--- src/rtl/dragonfang_pkg.sv ---
// Core-wide vector parameters, the shift sequencer state type and the
// register-group legality check.
package dragonfang_pkg;

  localparam int unsigned VLEN      = 64;
  localparam int unsigned NUM_VREGS = 32;
  localparam int unsigned VREG_AW   = $clog2(NUM_VREGS);

  typedef enum logic [2:0] {
    VSS_IDLE,
    VSS_READ,
    VSS_SHIFT,
    VSS_WRITE,
    VSS_ERROR
  } vshift_seq_state_t;

  // A group of 1<<lmul registers must start on a multiple of its size and end
  // inside the register file; NUM_VREGS being a power of two means the end is
  // in range exactly when the carry bit of base+N-1 is clear.
  function automatic logic vgroup_legal(input logic [VREG_AW-1:0] base,
                                        input logic [1:0]         lmul);
    logic [VREG_AW-1:0] span;
    logic [VREG_AW:0]   last;
    span = ~({VREG_AW{1'b1}} << lmul);
    last = {1'b0, base} + {1'b0, span};
    return ((base & span) == '0) && !last[VREG_AW];
  endfunction

endpackage : dragonfang_pkg

--- src/rtl/vector_exec_pkg.sv ---
// Execution-vector encodings shared by the vector dispatch stage and the shift unit.
// Only the vector-vector shift encodings are needed by the shift sequencer.
package vector_exec_pkg;

  typedef enum logic [3:0] {
    vsll_8,
    vsll_16,
    vsll_32,
    vsll_64,
    vsrl_8,
    vsrl_16,
    vsrl_32,
    vsrl_64,
    vsra_8,
    vsra_16,
    vsra_32,
    vsra_64
  } execution_vector_t;

endpackage : vector_exec_pkg

--- src/rtl/vector_shift_sequencer.sv ---
// Issue/writeback sequencer for the combinational vector shift unit: walks a
// register group one register per three cycles (read, shift, write).
module vector_shift_sequencer
  import dragonfang_pkg::*;
  import vector_exec_pkg::*;
(
  input  logic                     clock,
  input  logic                     reset_n,

  input  logic                     req_valid,
  output logic                     req_ready,
  input  execution_vector_t        req_execution_vector,
  input  logic [VREG_AW-1:0]       req_vs2_addr,
  input  logic [VREG_AW-1:0]       req_vs1_addr,
  input  logic [VREG_AW-1:0]       req_vd_addr,
  input  logic [1:0]               req_lmul,

  output logic                     rf_rd_en,
  output logic [VREG_AW-1:0]       rf_rd_addr_a,
  output logic [VREG_AW-1:0]       rf_rd_addr_b,
  input  logic [VLEN-1:0]          rf_rd_data_a,
  input  logic [VLEN-1:0]          rf_rd_data_b,

  output logic                     rf_wr_en,
  output logic [VREG_AW-1:0]       rf_wr_addr,
  output logic [VLEN-1:0]          rf_wr_data,

  output execution_vector_t        su_execution_vector,
  output logic [VLEN-1:0]          su_vs2,
  output logic [VLEN-1:0]          su_vs1,
  input  logic [VLEN-1:0]          su_vd,

  output logic                     done,
  output logic                     error
);

  vshift_seq_state_t  state_q;
  vshift_seq_state_t  state_d;
  execution_vector_t  ev_q;
  logic [VREG_AW-1:0] vs2_base_q;
  logic [VREG_AW-1:0] vs1_base_q;
  logic [VREG_AW-1:0] vd_base_q;
  logic [1:0]         lmul_q;
  logic [2:0]         idx_q;
  logic [VLEN-1:0]    result_q;

  logic               accept;
  logic               req_legal;
  logic [2:0]         last_idx;
  logic               beat_last;
  logic [VREG_AW-1:0] idx_ext;

  assign accept    = (state_q == VSS_IDLE) && req_valid;
  assign req_legal = vgroup_legal(req_vs2_addr, req_lmul) &&
                     vgroup_legal(req_vs1_addr, req_lmul) &&
                     vgroup_legal(req_vd_addr,  req_lmul);

  assign last_idx  = ~(3'b111 << lmul_q);
  assign beat_last = (idx_q == last_idx);
  assign idx_ext   = {{(VREG_AW-3){1'b0}}, idx_q};

  always_ff @(posedge clock) begin
    if (!reset_n) begin
      state_q    <= VSS_IDLE;
      ev_q       <= vsll_8;
      vs2_base_q <= '0;
      vs1_base_q <= '0;
      vd_base_q  <= '0;
      lmul_q     <= '0;
      idx_q      <= '0;
      result_q   <= '0;
    end else begin
      state_q <= state_d;
      if (accept) begin
        ev_q       <= req_execution_vector;
        vs2_base_q <= req_vs2_addr;
        vs1_base_q <= req_vs1_addr;
        vd_base_q  <= req_vd_addr;
        lmul_q     <= req_lmul;
        idx_q      <= '0;
      end
      if (state_q == VSS_SHIFT) begin
        result_q <= su_vd;
      end
      if (state_q == VSS_WRITE && !beat_last) begin
        idx_q <= idx_q + 3'd1;
      end
    end
  end

  always_comb begin
    state_d   = state_q;
    req_ready = 1'b0;
    rf_rd_en  = 1'b0;
    rf_wr_en  = 1'b0;
    done      = 1'b0;
    error     = 1'b0;
    case (state_q)
      VSS_IDLE: begin
        req_ready = 1'b1;
        if (req_valid) begin
          state_d = req_legal ? VSS_READ : VSS_ERROR;
        end
      end
      VSS_READ: begin
        rf_rd_en = 1'b1;
        state_d  = VSS_SHIFT;
      end
      VSS_SHIFT: begin
        state_d = VSS_WRITE;
      end
      VSS_WRITE: begin
        rf_wr_en = 1'b1;
        if (beat_last) begin
          done    = 1'b1;
          state_d = VSS_IDLE;
        end else begin
          state_d = VSS_READ;
        end
      end
      VSS_ERROR: begin
        error   = 1'b1;
        state_d = VSS_IDLE;
      end
      default: state_d = VSS_IDLE;
    endcase
  end

  // RF-facing addresses and data come only from registered state, so the
  // shift-unit operand passthrough cannot disturb them.
  assign rf_rd_addr_a = vs2_base_q + idx_ext;
  assign rf_rd_addr_b = vs1_base_q + idx_ext;
  assign rf_wr_addr   = vd_base_q + idx_ext;
  assign rf_wr_data   = result_q;

  assign su_execution_vector = ev_q;
  assign su_vs2              = rf_rd_data_a;
  assign su_vs1              = rf_rd_data_b;

endmodule : vector_shift_sequencer

--- config.mk ---
export PLATFORM = sky130hd
export DESIGN_NAME = vector_shift_sequencer
export DESIGN_NICKNAME = d
export VERILOG_FILES = /design/src/rtl/dragonfang_pkg.sv /design/src/rtl/vector_exec_pkg.sv /design/src/rtl/vector_shift_sequencer.sv
export SDC_FILE = /design/constraint.sdc
export NUM_CORES = 1
export LEC_CHECK = 0
export BUFFER_PORTS_ARGS = -buffer_cell sky130_fd_sc_hd__buf_2
export CAP_MARGIN = 20
export CELL_PAD_IN_SITES_DETAIL_PLACEMENT = 0
export CELL_PAD_IN_SITES_GLOBAL_PLACEMENT = 2
export CORE_AREA = 2 2 169 171
export CTS_CLUSTER_DIAMETER = 150
export DETAILED_ROUTE_END_ITERATION = 10
export DIE_AREA = 0 0 171 173
export HOLD_SLACK_MARGIN = 0.05
export PLACE_DENSITY = 0.85
export SYNTH_ARGS = -nofsm -noshare
export SYNTH_HDL_FRONTEND = slang
export SYNTH_SLANG_ARGS = --single-unit
export TNS_END_PERCENT = 100
--- constraint.sdc ---
create_clock -name clock -period 2.4 [get_ports clock]
set_input_delay 0.24 -clock clock [delete_from_list [all_inputs] [get_ports clock]]
set_output_delay 0.24 -clock clock [all_outputs]
set_load 0.1 [all_outputs]
==> impl_metrics.env <==
export IMPL_status="finished, final reports clean"
export IMPL_grt_pass1_wl_mm=20.2
export IMPL_vdd_drop_max_v=0.000262
export IMPL_fin_nets=872
export IMPL_num_vias=3776
export IMPL_tritoncts="built"
export IMPL_yosysUniqueCellTypes=40
export IMPL_p_leak_nw=2.55
export IMPL_clockRootBuffer="clkbuf_16"
export IMPL_finalCritPeriodShare_pct=94.6
export IMPL_drc=0
export IMPL_required_ps=2160
export IMPL_worst_path_dominant_cell_family="flip-flops"
export IMPL_synth_area_top_cells="dfxtp_1 (37%), buf_4 (20%), nand2_1 (13%)"
export IMPL_rr_worst_depth=5
export IMPL_clock_latency_ps=340
export IMPL_cts_hold_buffers=0
export IMPL_start_kind="flip-flop"
export IMPL_power_density_nw_per_um2=678
export IMPL_maxCapViolations=0
export IMPL_dr_first_iter_drc_count=160
export IMPL_tightest_slew_ps=520
export IMPL_slew_headroom_pct=65.6
export IMPL_worst_slack_ps=129
export IMPL_crit_fanout=9
export IMPL_pre_cts_ws_ps=149
export IMPL_cp_end_kind="output port"
export IMPL_synthFlopType="dfxtp_1"
export IMPL_crit_type="flip-flop to output port"
export IMPL_io_buffers=175
export IMPL_max_freq_mhz=440
export IMPL_htreeDepth=3
export IMPL_r2r_end="state_q[0]"
export IMPL_ys_ff_latch=91
export IMPL_critPathLaunch="idx_q[2]"
export IMPL_drv_slew=0
export IMPL_synth_top_cell_area_share_pct=37.3
export IMPL_ys_warn_count=0
export IMPL_synthTopCellsByCount="nand2_1 (172), buf_4 (128), dfxtp_1 (91)"
export IMPL_syn_area_sq_um=4880
export IMPL_dieHeight_microns=173
export IMPL_syn_nets=830
export IMPL_grt_pass1_vias=3817
export IMPL_drt_pass1_iter_count=4
export IMPL_grt_max_degree=65
export IMPL_synth_edf_count=0
export IMPL_boundaryPins=432
export IMPL_setup_viol=0
export IMPL_endpoint="rf_wr_addr[3]"
export IMPL_core_area_sq_um=27600
export IMPL_initial_core_util_pct=17.7
export IMPL_hold_path_depth=3
export IMPL_clk_path_buf_depth=2
export IMPL_n_antenna_cell=0
export IMPL_hold_worst_slack_ps=125
export IMPL_overflow=0
export IMPL_crit_path_top_delay_cell="dfxtp_1"
export IMPL_syn_avg_cell_area_sq_um=8.18
export IMPL_r2r_start="idx_q[1]"
export IMPL_worst_path_stages=4
export IMPL_avgViaCountPerCell=3.69
export IMPL_rsz0062_at_grt="no"
export IMPL_worstHoldPathType="primary input to flip-flop"
export IMPL_grt_usage_pct=8.85
export IMPL_crit_buf_inv=1
export IMPL_dp_hpwl_mm=9.36
export IMPL_gp_congestion=0.727
export IMPL_antenna_found_initial=0
export IMPL_cts_made_buffers=9
export IMPL_critPathArrivalTime_ps=2030
export IMPL_hold_viol=0
export IMPL_ant_nets=0
export IMPL_die_x_microns=171
export IMPL_rows=61
export IMPL_clkTransAtPathRegs_ps=70
export IMPL_routed_wl_mm=12.8
export IMPL_period_needed_ps=2270
export IMPL_die_area_sq_um=29600
export IMPL_synthCells=597
export IMPL_synth_top_area_cell="dfxtp_1"
export IMPL_cts_sinks=91
export IMPL_async_flop_share_pct=0
export IMPL_yosysMostFrequentCell="nand2_1"
export IMPL_yosysSeqAreaShare_pct=37.3
export IMPL_nFillCells=3147
export IMPL_wl_per_cell_microns=12.6
export IMPL_critical_path_max_stage_delay_ps=500
export IMPL_reg2reg_slack_ps=660
export IMPL_drive_gt1_share_pct=35.1
export IMPL_syn_to_final_growth_pct=18.4
export IMPL_path_cells="ha_1 > a21oi_1 > xnor2_2 > buf_2"
export IMPL_finClkSkew_ps=6.47
==> stage by stage <==
step                util [%]  cells  total power [W]  area [sq um]  setup TNS [ps]
finish                  20.9   1022          0.00392          5790               0
global route            20.9   1022          0.00413          5790               0
CTS                     20.9   1020          0.00402          5770               0
detailed placement      19.7   1004          0.00238          5440               0
global placement        19.7   1004          0.00238          5440               0
floorplan                  -    597          0.00319          5000           -3100
==> layer usage <==
metal	share of wire, %	wire, microns	GRT usage [%]
met4	5.4	694	6.21
met5	0	0	0
met2	47	5980	14.5
met1	40	5070	9.10
met3	8.4	1080	3.66
==> layout by cell type, fill, tap and decap left out, drive strengths merged, types with 2 or more instances in the layout <==
cell / n
nand2b: 2
nor3b: 3
a21o: 3
nand3: 2
nor2b: 4
dfxtp: 91
clkbuf: 12
nand3b: 3
mux2i: 2
bufinv: 2
o211a: 2
nor2: 2
nand2: 172
inv: 13
nor3: 5
o21ai: 6
buf: 188
xnor2: 10
and2: 2
ha: 14
fa: 3
or3b: 2
a21oi: 20
nor4: 2
a21boi: 70
or4: 2
==> kinds of logic (layout without fill, tap and decap cells) <==
group / after synthesis / after routing / synth area share (%)
and+or+nand+nor: 204 / 204 / 17.6
adders and majority gates: 17 / 17 / 4.82
DFF: 91 / 91 / 37.3
xor gates and xnor gates: 10 / 10 / 1.79
muxes: 2 / 2 / 0.666
buffers and inverters: 170 / 217 / 23.0
AOI/OAI and AO/OA: 103 / 103 / 14.8
==> layout make-up <==
type | count | area [sq um] | area share [%]
multi-input combinational | 336 | 2060 | 35.6
clock inverter | 4 | 72.6 | 1.25
tap | 378 | 473 | 8.17
inverter | 13 | 48.8 | 0.843
clock buffer | 12 | 256 | 4.43
sequential | 91 | 1830 | 31.6
timing repair buffer | 188 | 1050 | 18.1
==> where the power goes <==
group          internal, W  switching (W)
Combinational     0.000196       0.000544
Sequential         0.00156      0.0000394
Clock             0.000969       0.000617
Total              0.00272        0.00120
==> registers in the layout (all words and copies together), names as in the netlist <==
name,cells
idx_q,3
lmul_q,2
rf_wr_data,64
state_q,3
su_execution_vector,4
vd_base_q,5
vs1_base_q,5
vs2_base_q,5
==> worst min path at each step <==
stage,end,slack [ps],startpoint
floorplan,lmul_q[1],370,req_lmul[1]
global placement,rf_wr_data[50],440,rf_wr_data[50]
detailed placement,rf_wr_data[11],440,rf_wr_data[11]
CTS,rf_wr_data[57],100,su_vd[57]
global route,rf_wr_data[53],100,su_vd[53]
finish,rf_wr_data[14],120,su_vd[14]
==> worst reg2reg max path: cells and delay by family (launching register included) <==
family	cells	cell delay (ps)
multiplexers	1	230
AO/OA/AOI/OAI	1	310
buffers and inverters	1	160
flip-flops	1	350
AND/OR/NAND/NOR	2	580
==> repair_timing <==
action,4_1_cts,5_1_grt
gates resized for setup,4,1
buffers inserted,0,2
endpoints found under the setup margin,6,4
gates cloned,0,0
No activity file was read; power rests on OpenSTA's default activity.
